<file path="config.mk">
export PLATFORM = sky130hd
export DESIGN_NAME = control_subcmd_patternfill
export DESIGN_NICKNAME = d
export VERILOG_FILES = /design/src/rtl/calc_pkg.sv /design/src/rtl/params.sv /design/src/rtl/patternfill_pkg.sv /design/src/rtl/patternfill_color_sel.sv /design/src/rtl/control_subcmd_patternfill.sv
export SDC_FILE = /design/constraint.sdc
export NUM_CORES = 1
export LEC_CHECK = 0
export ABC_AREA = 1
export CORE_MARGIN = 5
export CORE_UTILIZATION = 45
export DETAILED_ROUTE_END_ITERATION = 12
export PLACE_DENSITY_LB_ADDON = 0.3
export SLEW_MARGIN = 20
export SYNTH_ARGS = -nofsm -noshare
export SYNTH_HDL_FRONTEND = slang
export SYNTH_SLANG_ARGS = --single-unit
</file>
<file path="constraint.sdc">
create_clock -name clk -period 4.8 [get_ports clk]
set_clock_uncertainty 0.05 [all_clocks]
set_input_delay 1.44 -clock clk [delete_from_list [all_inputs] [get_ports clk]]
set_output_delay 1.44 -clock clk [all_outputs]
set_load 0.02 [all_outputs]
</file>
<file path="src/rtl/calc_pkg.sv">
// Address and data width helpers shared by the command-layer sub-commands.
package calc_pkg;

  function automatic int num_column_address_bits(input int pixel_width);
    return (pixel_width > 1) ? $clog2(pixel_width) : 1;
  endfunction

  function automatic int num_row_address_bits(input int pixel_height);
    return (pixel_height > 1) ? $clog2(pixel_height) : 1;
  endfunction

  function automatic int num_pixelcolorselect_bits(input int bytes_per_pixel);
    return (bytes_per_pixel > 1) ? $clog2(bytes_per_pixel) : 1;
  endfunction

  function automatic int num_data_a_bits();
    return 8;
  endfunction

endpackage

</file>
<file path="src/rtl/params.sv">
// Panel geometry shared by the frame-buffer command layer.
package params;
  localparam int PIXEL_WIDTH     = 12;
  localparam int PIXEL_HEIGHT    = 6;
  localparam int BYTES_PER_PIXEL = 3;
endpackage

</file>
<file path="src/rtl/patternfill_pkg.sv">
// Types for the pattern-fill sub-command: FSM states and fill patterns.
package patternfill_pkg;

  typedef enum logic [1:0] {
    IDLE  = 2'd0,
    SETUP = 2'd1,
    WRITE = 2'd2,
    DONE  = 2'd3
  } state_e;

  typedef enum logic [1:0] {
    SOLID   = 2'd0,
    CHECKER = 2'd1,
    HSTRIPE = 2'd2,
    VSTRIPE = 2'd3
  } mode_e;

endpackage

</file>
<file path="src/rtl/patternfill_color_sel.sv">
// Combinational byte selector: picks primary/secondary colour from the pattern
// and the address, then returns byte `pixel`. Used only with CONTROL_PATTERNFILL_PATTERN_EN.
module patternfill_color_sel
  import patternfill_pkg::*;
#(
  parameter int RW    = 3,
  parameter int CW    = 4,
  parameter int PW    = 2,
  parameter int CLR_W = 24
) (
  input  mode_e            mode,
  input  logic [RW-1:0]    row,
  input  logic [CW-1:0]    column,
  input  logic [PW-1:0]    pixel,
  input  logic [CLR_W-1:0] color,
  input  logic [CLR_W-1:0] color_alt,
  output logic [7:0]       data
);

  logic             use_alt;
  logic [CLR_W-1:0] sel;
  logic             unused_hi;

  // Only the address parity matters to every pattern.
  assign unused_hi = ^{row[RW-1:1], column[CW-1:1]};

  always_comb begin
    use_alt = 1'b0;
    unique case (mode)
      SOLID:   use_alt = 1'b0;
      CHECKER: use_alt = row[0] ^ column[0];
      HSTRIPE: use_alt = row[0];
      VSTRIPE: use_alt = column[0];
      default: use_alt = 1'b0;
    endcase
    sel  = use_alt ? color_alt : color;
    data = 8'(sel >> {pixel, 3'b000});
  end

endmodule

</file>
<file path="src/rtl/control_subcmd_patternfill.sv">
// Clipped rectangle fill, one byte per clock, rows bottom-up. Patterns from
// color/color_alt are enabled by defining CONTROL_PATTERNFILL_PATTERN_EN.
module control_subcmd_patternfill
  import calc_pkg::*;
  import patternfill_pkg::*;
#(
  parameter int BYTES_PER_PIXEL = params::BYTES_PER_PIXEL,
  parameter int PIXEL_HEIGHT    = params::PIXEL_HEIGHT,
  parameter int PIXEL_WIDTH     = params::PIXEL_WIDTH,
  parameter int _UNUSED         = 0,
  localparam int CW    = num_column_address_bits(PIXEL_WIDTH),
  localparam int RW    = num_row_address_bits(PIXEL_HEIGHT),
  localparam int PW    = num_pixelcolorselect_bits(BYTES_PER_PIXEL),
  localparam int DW    = num_data_a_bits(),
  localparam int CLR_W = BYTES_PER_PIXEL * 8
) (
  input  logic             clk,
  input  logic             reset,
  input  logic             enable,
  input  logic             ack,
  input  logic [CW-1:0]    x1,
  input  logic [RW-1:0]    y1,
  input  logic [CW-1:0]    width,
  input  logic [RW-1:0]    height,
  input  logic [CLR_W-1:0] color,
  input  logic [CLR_W-1:0] color_alt,
  input  logic [1:0]       mode,
  output logic [RW-1:0]    row,
  output logic [CW-1:0]    column,
  output logic [PW-1:0]    pixel,
  output logic [DW-1:0]    data_out,
  output logic             ram_write_enable,
  output logic             ram_access_start,
  output logic             done,
  output state_e           dbg_state
);

  localparam logic [CW:0]   X_MAX    = (CW+1)'(PIXEL_WIDTH);
  localparam logic [RW:0]   Y_MAX    = (RW+1)'(PIXEL_HEIGHT);
  localparam logic [PW-1:0] PIX_LAST = PW'(BYTES_PER_PIXEL - 1);

  state_e           state, state_n;
  logic             enable_q, latch, nz_in, nz_q;
  logic [CW:0]      x_sum, x_end_in, x_end_q, xe_m1;
  logic [RW:0]      y_sum, y_end_in, y_end_q, ye_m1;
  logic [CW-1:0]    x1_q, col_n;
  logic [RW-1:0]    y1_q, row_n;
  logic [PW-1:0]    pix_n;
  logic [CLR_W-1:0] color_q;
  logic [DW-1:0]    sel_byte;
  logic             we_n, start_n, done_n;

  assign dbg_state = state;

  // End coordinates are one bit wider so origin+size never wraps before clipping.
  always_comb begin
    x_sum    = {1'b0, x1} + {1'b0, width};
    y_sum    = {1'b0, y1} + {1'b0, height};
    x_end_in = (x_sum > X_MAX) ? X_MAX : x_sum;
    y_end_in = (y_sum > Y_MAX) ? Y_MAX : y_sum;
    nz_in    = ({1'b0, x1} < x_end_in) && ({1'b0, y1} < y_end_in);
    xe_m1    = x_end_q - (CW+1)'(1);
    ye_m1    = y_end_q - (RW+1)'(1);
  end

  always_comb begin
    state_n = state;
    row_n   = row;
    col_n   = column;
    pix_n   = pixel;
    we_n    = 1'b0;
    start_n = 1'b0;
    done_n  = 1'b0;
    latch   = 1'b0;
    unique case (state)
      IDLE: begin
        if (enable && !enable_q) begin
          state_n = SETUP;
          latch   = 1'b1;
          start_n = nz_in;
        end
      end
      SETUP: begin
        if (nz_q) begin
          state_n = WRITE;
          row_n   = ye_m1[RW-1:0];
          col_n   = x1_q;
          pix_n   = '0;
          we_n    = 1'b1;
        end else begin
          state_n = DONE;
          done_n  = 1'b1;
        end
      end
      WRITE: begin
        we_n = 1'b1;
        if (pixel != PIX_LAST) begin
          pix_n = pixel + PW'(1);
        end else if ({1'b0, column} != xe_m1) begin
          pix_n = '0;
          col_n = column + CW'(1);
        end else if (row != y1_q) begin
          pix_n = '0;
          col_n = x1_q;
          row_n = row - RW'(1);
        end else begin
          state_n = DONE;
          done_n  = 1'b1;
          we_n    = 1'b0;
        end
      end
      DONE: begin
        if (ack) state_n = IDLE;
        else     done_n  = 1'b1;
      end
      default: state_n = IDLE;
    endcase
  end

`ifdef CONTROL_PATTERNFILL_PATTERN_EN
  logic [CLR_W-1:0] color_alt_q;
  mode_e            mode_q;
  logic             unused_ok;

  assign unused_ok = 1'(_UNUSED);

  patternfill_color_sel #(
    .RW(RW), .CW(CW), .PW(PW), .CLR_W(CLR_W)
  ) u_color_sel (
    .mode      (mode_q),
    .row       (row_n),
    .column    (col_n),
    .pixel     (pix_n),
    .color     (color_q),
    .color_alt (color_alt_q),
    .data      (sel_byte)
  );

  always_ff @(posedge clk) begin
    if (reset) begin
      color_alt_q <= '0;
      mode_q      <= SOLID;
    end else if (latch) begin
      color_alt_q <= color_alt;
      mode_q      <= mode_e'(mode);
    end
  end
`else
  logic unused_ok;

  assign unused_ok = ^{mode, color_alt, 1'(_UNUSED)};
  assign sel_byte  = DW'(color_q >> {pix_n, 3'b000});
`endif

  // Data is looked up from the next address so it is registered alongside it.
  always_ff @(posedge clk) begin
    if (reset) begin
      state            <= IDLE;
      enable_q         <= 1'b0;
      nz_q             <= 1'b0;
      x1_q             <= '0;
      y1_q             <= '0;
      x_end_q          <= '0;
      y_end_q          <= '0;
      color_q          <= '0;
      row              <= '0;
      column           <= '0;
      pixel            <= '0;
      data_out         <= '0;
      ram_write_enable <= 1'b0;
      ram_access_start <= 1'b0;
      done             <= 1'b0;
    end else begin
      state            <= state_n;
      enable_q         <= enable;
      row              <= row_n;
      column           <= col_n;
      pixel            <= pix_n;
      data_out         <= sel_byte;
      ram_write_enable <= we_n;
      ram_access_start <= start_n;
      done             <= done_n;
      if (latch) begin
        nz_q    <= nz_in;
        x1_q    <= x1;
        y1_q    <= y1;
        x_end_q <= x_end_in;
        y_end_q <= y_end_in;
        color_q <= color;
      end
    end
  end

endmodule

</file>
== After elaboration in Yosys (flattened, before gate mapping) ==
Index checks and enable logic that the tools add are counted.
Widths: inputs -> output; s select.

* Register bits after elaboration: 63
* Latch bits: 0
* RAM bits: 0
* Memory bits (read-only): 0
* Input bits: 68
* Output and inout port bits: 22
* Memories: 0

* Add/sub/neg operators: 7
* $mul: 0
* Divide/modulo/power cells: 0
* Magnitude comparators: 4
* Equal/unequal tests: 14
* Shift operators: 1
* Muxes and demuxes: 37
* Bitwise gates (word level): 2
* Reductions and logical operators: 9

{| class="wikitable"
|+ Operators with widths
! cell !! number
|-
| $shr 24x5->8 || 1
|-
| $mux 4 || 5
|-
| $mux 2 || 9
|-
| $ne 2x2->1 const B || 8
|-
| $mux 1 || 12
|-
| $mux 3 || 4
|-
| $reduce_and 5->1 || 2
|-
| $pmux 2 s4 || 1
|-
| $pmux 4 s2 || 1
|-
| $pmux 3 s2 || 1
|-
| $sub 3x1->3 const B || 2
|-
| $add 4x4->5 || 1
|-
| $gt 5x4->1 const B || 1
|-
| $lt 4x5->1 || 1
|-
| $mux 5 || 1
|-
| $ne 4x5->1 || 1
|-
| $sub 5x1->5 const B || 1
|-
| $add 3x3->4 || 1
|-
| $add 4x1->4 const B || 1
|-
| $eq 2x2->1 const B || 2
|-
| $gt 4x3->1 const B || 1
|-
| $lt 3x4->1 || 1
|-
| $pmux 2 s2 || 1
|-
| $reduce_and 4->1 || 1
|-
| other kinds (12) || 14
|}

== Longest topological paths before layout ==
Gate-level depths: netlist of run 1.

* Depth after elaboration: 6
* Mapped depth: 15
* Gate-level depth less buffers: 15

== Least setup slack after synthesis of run 1 ==
OpenSTA, ideal clock, no wires.

* Kind: in2reg
* Start: in width[0]
* End: reg nz_q
* Setup time: 60 ps
* Arrival time: 3373 ps
* Data required time: 4690 ps
* Setup slack: 1318 ps
* Cell stages on the path: 13
* Cells stage by stage: ha_1 > fa_1 > nand2_1 > nand2_1 > a21oi_1 > o21ai_0 > a21boi_0 > ha_1 > a21oi_1 > nor2_1 > nor4_1 > nand3_1 > nand2_1

* Cells in the longest elaborated chain, start to end: 5

{| class="wikitable"
|+ Ends and longest elaborated chain
! what !! RTL line !! RTL
|-
| start, declared || control_subcmd_patternfill.sv:23 || <nowiki>input logic [CW-1:0] width,</nowiki>
|-
| $add 4x4->5 * || control_subcmd_patternfill.sv:57 || <nowiki>x_sum = {1'b0, x1} + {1'b0, width};</nowiki>
|-
| $gt 5x4->1 || control_subcmd_patternfill.sv:59 || <nowiki>x_end_in = (x_sum > X_MAX) ? X_MAX : x_sum;</nowiki>
|-
| $mux 5 * || control_subcmd_patternfill.sv:59 ||
|-
| $lt 4x5->1 * || control_subcmd_patternfill.sv:61 || <nowiki>nz_in = ({1'b0, x1} < x_end_in) && ({1'b0, y1} < y_end_in);</nowiki>
|-
| $logic_and 1x1->1 * || control_subcmd_patternfill.sv:61 ||
|-
| end signal, assigned || control_subcmd_patternfill.sv:184 || <nowiki>nz_q <= nz_in;</nowiki>
|-
| end, declared || control_subcmd_patternfill.sv:43 || <nowiki>logic enable_q, latch, nz_in, nz_q;</nowiki>
|}

Every way passes the cells marked *; elsewhere a longest branch is shown, timed or not.
A chain may end at the register's enable or synchronous reset.

== Worst setup path in the final report of run 1 ==
* Start: in x1[0]
* End: reg nz_q

* Cells in the longest elaborated chain, start to end: 5

{| class="wikitable"
|+ Ends and longest elaborated chain
! what !! RTL line !! RTL
|-
| start, declared || control_subcmd_patternfill.sv:21 || <nowiki>input logic [CW-1:0] x1,</nowiki>
|-
| $add 4x4->5 || control_subcmd_patternfill.sv:57 ||
|-
| $gt 5x4->1 || control_subcmd_patternfill.sv:59 ||
|-
| $mux 5 || control_subcmd_patternfill.sv:59 ||
|-
| $lt 4x5->1 * || control_subcmd_patternfill.sv:61 ||
|-
| $logic_and 1x1->1 * || control_subcmd_patternfill.sv:61 ||
|}

Marked as above.

==> metrics, run 1 <==
Detail Placement HPWL=~5800 µm; Setup CP Type=primary input to flop; CP startpoint=x1[0]; clk_lat worst skew=approximately 0.34 ns; status=finished, final reports clean; RSZ-0062 raised after global routing=false; GRT Resource Usage Total=between 10% and 20%; Synth top cells by count=128 x nand2_1, 63 x dfxtp_1, 56 x a21oi_1; EDFF count, synth=0; row count=31; highest net fanout along the worst path=3; Critical Path Source Type=primary input; Max Buffers Root-to-Sink=2; first-pass GRT wire length=13,030 µm; setup slack, reg-to-reg=about 2.1 ns; power per cell area=approximately 480 mW/mm²; hold buffer count at CTS=0; depth of the most critical reg-to-reg path=11; Fin Setup TNS=0 ns; die width=approximately 96 µm; Fin Hold WS=a little over 0.4 ns; wire length on met1=roughly 3500 µm; Cells after Synth=roughly 480; max-cap violations=0; DR DRC count=0; Routed wire per std cell=~12 µm; vias in the first global route=roughly 3,000; Synth area leaders=dfxtp_1 38%, nand2_1 14%, a21oi_1 8.4%; # diodes=0; Hold Crit Class=flop to flop; share of layout cells above drive strength 1=~5.2%; Reg clk slew, reported paths=about 0.07 ns; Reg-to-Reg Start=dbg_state[0]$_SDFFE_PP0P_; CTS Sinks=63; count leader, synth=nand2_1; part of the Yosys area used for sequential elements=about 38%; number of vias in the routed layout=3,137; Yosys warnings=0; Std-Cell Core Area=roughly 0.007 mm²; synth unique cells=30; LEAKAGE=roughly 1.9 nW; crit end category=flop; Die H=around 96 µm; Hold Fails Final Rpt=0; Final Critical Period=approximately 3.9 ns; post_cts resized=0; measured slew at the worst slew-check pin=roughly 0.82 ns; Die ar.=roughly 0.0092 mm²; syn nets=~570; Detail Route Antenna Nets=0; postcts setup bufs=0; Yosys top cell by area=dfxtp_1; Root Buffer Master=clkbuf_8; Vias/cell=about 4.9; post-synthesis instance area=approximately 0.0033 mm²; IO Pins=90; Worst EP required=between 5 and 6 ns; Post-Layout Inst Area=about 0.0042 mm²; prevailing post-synth register cell=dfxtp_1; Initial Util=approximately 46%; Total Wirelength=slightly below 8000 µm; Max Slew Vio Count=0; DP Area=0.004001 mm²; normalized max-slew margin=between 40% and 50%; Async SR Flop Fraction=0%; Area Overhead vs Synth=25.27%; metal3 WL=between 300 and 400 µm; antenna violations before repair=0; Layout Utilization=57.77%; worst setup path endpoint=nz_q$_SDFFE_PP0P_; largest net degree at the start of global routing=between 40 and 50; Setup-failing EPs final=0; #FFs+latches synth=63; Initial DRT Pass Iterations=4; GRT overflow=0; met2 wire length=about 3600 µm; Max Clock Freq=around 260 MHz; R2R Path End=data_out[0]$_SDFF_PP0_; period utilization=roughly four fifths; VDD IR max=~180 µV; Final nets=628; Final GP Congestion=around 0.85; syn avg cell area=between 6 and 7 µm²; CTS tree=yes; area share of the largest cell type after synthesis=approximately 38%; H-Tree Depth=3; total CTS buffers=9; initial drt markers=between 100 and 150; highest routed layer=met4; I/O Buffers=63; Worst Path Arrival=4.15 ns
==> worst max-delay path, cell delays in order <==
cell	delay [ns]
clkdlybuf4s50_1	0.46
ha_1	0.24
fa_1	0.40
nand2_1	0.09
nand2_1	0.05
a21oi_1	0.17
o21ai_0	0.13
a21boi_0	0.30
ha_1	0.31
a21oi_1	0.14
nor2_1	0.05
nor4_1	0.16
nand3_1	0.15
nand2_1	0.07
==> power by group <==
part,internal (mW),leakage (nW),total (mW),switching [mW]
logic,0.363,1.28,0.919,0.556
registers,0.633,0.516,0.703,0.0702
clock network,0.187,0.0833,0.394,0.207
==> flip-flops by register name, indices dropped and copies added (netlist names), 2 cells and up <==
register   flops
y1_q           3
x1_q           4
pixel          2
y_end_q        3
row            3
column         4
data_out       8
color_q       24
x_end_q        5
dbg_state      2
==> worst min-delay path by stage <==
stage,start,to,slack (ns),cells past startpoint
3_5_place_dp,color_q[14]$_SDFFE_PP0P_,color_q[14]$_SDFFE_PP0P_,0.39,2
4_1_cts,color_q[11]$_SDFFE_PP0P_,color_q[11]$_SDFFE_PP0P_,0.40,2
2_1_floorplan,color_q[11]$_SDFFE_PP0P_,color_q[11]$_SDFFE_PP0P_,0.37,2
3_3_place_gp,color_q[14]$_SDFFE_PP0P_,color_q[14]$_SDFFE_PP0P_,0.38,2
5_1_grt,color_q[19]$_SDFFE_PP0P_,color_q[19]$_SDFFE_PP0P_,0.43,2
6_report,color_q[14]$_SDFFE_PP0P_,color_q[14]$_SDFFE_PP0P_,0.40,2
==> layout by cell type (no fill, tap or decap), types with 3 or more instances in the layout <==
master and instances:
nand3_1 19, nand3b_1 5, or2_2 3, a21oi_1 56, buf_4 3, clkdlybuf4s50_1 63
dfxtp_1 63, o21ai_0 35, ha_1 20, nand2_1 128, nor2_1 50, nand2_2 3
xnor2_1 6, clkbuf_8 9, inv_1 54
==> through the flow <==
stage	power, mW	worst slack [ns]	cells
3_3_place_gp	1.604	0.6546	626
3_5_place_dp	1.636	0.5821	626
6_report	2.016	0.8792	642
5_1_grt	2.200	0.5818	642
2_1_floorplan	1.370	1.318	482
4_1_cts	2.030	0.9094	642
==> cells by family (layout without fill, tap and decap cells) <==
group / Yosys count / count (layout) / synth area share (%)
AND/OR/NAND/NOR: 214 / 214 / 26.82
AO/OA/AOI/OAI: 97 / 97 / 14.93
buffers and inverters: 78 / 139 / 9.515
flip-flops: 63 / 63 / 37.91
adder cells (fa/ha/maj): 22 / 22 / 8.725
XOR/XNOR: 8 / 8 / 2.106
==> metal layers <==
layer  global-route usage, %  up-vias
met4                   7.583        0
met5                       0        -
li1                        -     1638
met3                   3.362       14
met2                   28.18       66
met1                   23.74     1419
==> layout make-up <==
cell class / instances / area [µm²]
clock buffers: 11 / 131.4
multi-input cells: 341 / 1749
clock inverters: 5 / 35.03
inverters: 57 / 214.0
well taps: 99 / 123.9
flip-flops and latches: 63 / 1261
fillers: 694 / 3047
repair buffers: 66 / 653.1
Power figures use the tool's default switching activity.
==> inputs of run 2 (changes only) <==
- clock period: 4.8 -> 4 ns (I/O delays scaled with it)
==> run 2 against run 1 <==
- total power increased by 24%
- clock power increased by 41%
- final cell count unchanged
- sequential share of layout area decreased by 0.23 points
- global-route usage increased by 0.060 points
==> metrics, run 2 (synthesis gave the netlist of run 1 again) <==
status=finished, final reports clean (unchanged); Std-Cell Core Area=0.007214 mm² (unchanged); H-Tree Depth=3 (unchanged); Die ar.=0.009213 mm² (unchanged); total CTS buffers=9 (unchanged); Setup CP Type=primary input to flop (unchanged); Fin Hold WS=0.4018 ns (was 0.4027 ns); crit end category=flop (unchanged); Detail Placement HPWL=5717 µm (was 5753 µm); initial drt markers=155 (was 121); postcts setup bufs=0 (unchanged); Reg clk slew, reported paths=0.07 ns (about the same); clk_lat worst skew=0.34 ns (about the same); most frequent cells in the layout=128 x nand2_1, 63 x dfxtp_1, 63 x clkdlybuf4s50_1 (unchanged); first-pass GRT wire length=12,840 µm (was 13,030 µm); highest net fanout along the worst path=3 (unchanged); RSZ-0062 raised after global routing=false (unchanged); GRT overflow=0 (unchanged); Root Buffer Master=clkbuf_8 (unchanged); Total Wirelength=7761 µm (was 7687 µm); DR DRC count=0 (unchanged); hold buffer count at CTS=0 (unchanged); Final nets=628 (unchanged); Critical Path Source Type=primary input (unchanged); Hold Fails Final Rpt=0 (unchanged); Worst EP required=4.23 ns (was 5.03 ns); normalized max-slew margin=42.32% (was 45.36%); Final GP Congestion=0.8709 (was 0.8452); dpl ws=0.04100 ns (was 0.5821 ns); I/O Buffers=63 (unchanged); Max Slew Vio Count=0 (unchanged); IO Pins=90 (unchanged); Fin Setup TNS=0 ns (unchanged); Biggest register=color_q (unchanged); Hold Crit Class=flop to flop (unchanged); critical path's top delay family=adder cells (unchanged); number of vias in the routed layout=3,137 (unchanged); Worst Path Arrival=3.93 ns (was 4.15 ns); CTS Sinks=63 (unchanged); LEAKAGE=1.891 nW (was 1.883 nW); max FFs per register=24 (unchanged); Die H=95.99 µm (unchanged); Slowest-stage cell, CP=clkdlybuf4s50_1 (unchanged); CP Cell Sequence=clkdlybuf4s50_1 > ha_1 > fa_1 > nand2_1 > nand2_1 > a21oi_1 > o21ai_0 > a21boi_0 > ha_1 > a21oi_1 > nor2_1 > nor4_1 > nand3_1 > inv_1 (was clkdlybuf4s50_1 > ha_1 > fa_1 > nand2_1 > nand2_1 > a21oi_1 > o21ai_0 > a21boi_0 > ha_1 > a21oi_1 > nor2_1 > nor4_1 > nand3_1 > nand2_1); VDD IR max=235.5 µV (was 178.1 µV); Routed wire per std cell=12.09 µm (was 11.97 µm); Initial Util=46.12% (unchanged); Layout Utilization=58.22% (was 57.77%); GRT Resource Usage Total=17.91% (was 17.85%); CTS tree=yes (unchanged); max-cap violations=0 (unchanged); Area Overhead vs Synth=26.25% (was 25.27%); row count=31 (unchanged); measured slew at the worst slew-check pin=0.8642 ns (was 0.8187 ns); antenna violations before repair=0 (unchanged); Final Critical Period=around 3.7 ns; Detail Route Antenna Nets=0 (unchanged); largest net degree at the start of global routing=49 (unchanged); Top Registers=color_q x24, data_out x8, x_end_q x5 (unchanged); period utilization=approximately 90%; fillers=699 (was 694); post_cts resized=0 (unchanged); Vias/cell=4.886 (unchanged); Max Clock Freq=270.6 MHz; Worst Slack Setup Final=0.3048 ns (was 0.8792 ns); # diodes=0 (unchanged); vias in the first global route=2,915 (was 2,953); die width=95.99 µm (unchanged); power per cell area=597.0 mW/mm² (was 483.8 mW/mm²); commonest non-fill, non-tap cell in the layout=nand2_1 (unchanged); Buf/Inv on CP=2 (was 1); share of layout cells above drive strength 1=5.341% (was 5.157%); total power=2.507 mW (was 2.016 mW); Worst path max stage delay=0.45 ns (was 0.46 ns); Initial DRT Pass Iterations=4 (unchanged); Setup-failing EPs final=0 (unchanged); Max Buffers Root-to-Sink=2 (unchanged)
[run 2: cell count changes in the layout (fill, tap and decap cells not counted), sizes merged]
cell and change:
bufinv +1, clkinv -3, clkinvlp +2
[run 2: worst min-delay path: stages, from the launching register on]
cell and delay, ns:
dfxtp_1 0.30, inv_1 0.06, a21oi_1 0.05
[run 2: metrics by stage]
| step | std cells | area (µm²) |
|---|---|---|
| CTS | 642 | 4200 |
| floorplan | 482 | 3327 |
| finish | 642 | 4200 |
| detailed placement | 626 | 4001 |
| global placement | 626 | 4001 |
| global route | 642 | 4200 |
[run 2: per-layer routing]
| layer | vias up | GRT usage (%) | wire, µm |
|---|---|---|---|
| met5 | - | 0 | 0 |
| met4 | 0 | 6.161 | 116 |
| met3 | 12 | 5.786 | 482 |
| met2 | 78 | 28.81 | 3539 |
| met1 | 1410 | 22.46 | 3622 |
| li1 | 1637 | - | - |
[run 2: area by class of cell]
cell class              count  area [µm²]  share of cell area, %
well taps                  99       123.9                  2.949
repair buffers             66       653.1                  15.55
clock buffers              11       141.4                  3.366
flip-flops and latches     63        1261                  30.03
clock inverters             5       57.56                  1.370
multi-input cells         341        1749                  41.64
inverters                  57       214.0                  5.094
[run 2: final timing paths]
path / startpoint / endpoint / slack [ns] / cells after the start
worst max-delay path: x1[0] / ram_access_start$_SDFF_PP0_ / 0.30 / 14
worst min-delay path: color_q[13]$_SDFFE_PP0P_ / color_q[13]$_SDFFE_PP0P_ / 0.40 / 2
worst max register to register: dbg_state[0]$_SDFFE_PP0P_ / data_out[0]$_SDFF_PP0_ / 1.46 / 11
worst min register to register: color_q[13]$_SDFFE_PP0P_ / color_q[13]$_SDFFE_PP0P_ / 0.40 / 2
[run 2: power by group]
part	internal [mW]	switching, mW
combinational	0.437	0.671
sequential	0.760	0.0854
clock	0.303	0.251
==> inputs of run 3 (changes only) <==
- CTS_CLUSTER_SIZE: not set -> 14
==> results of run 3 <==
The final DEF is identical to that of run 2; final timing and power are the same.
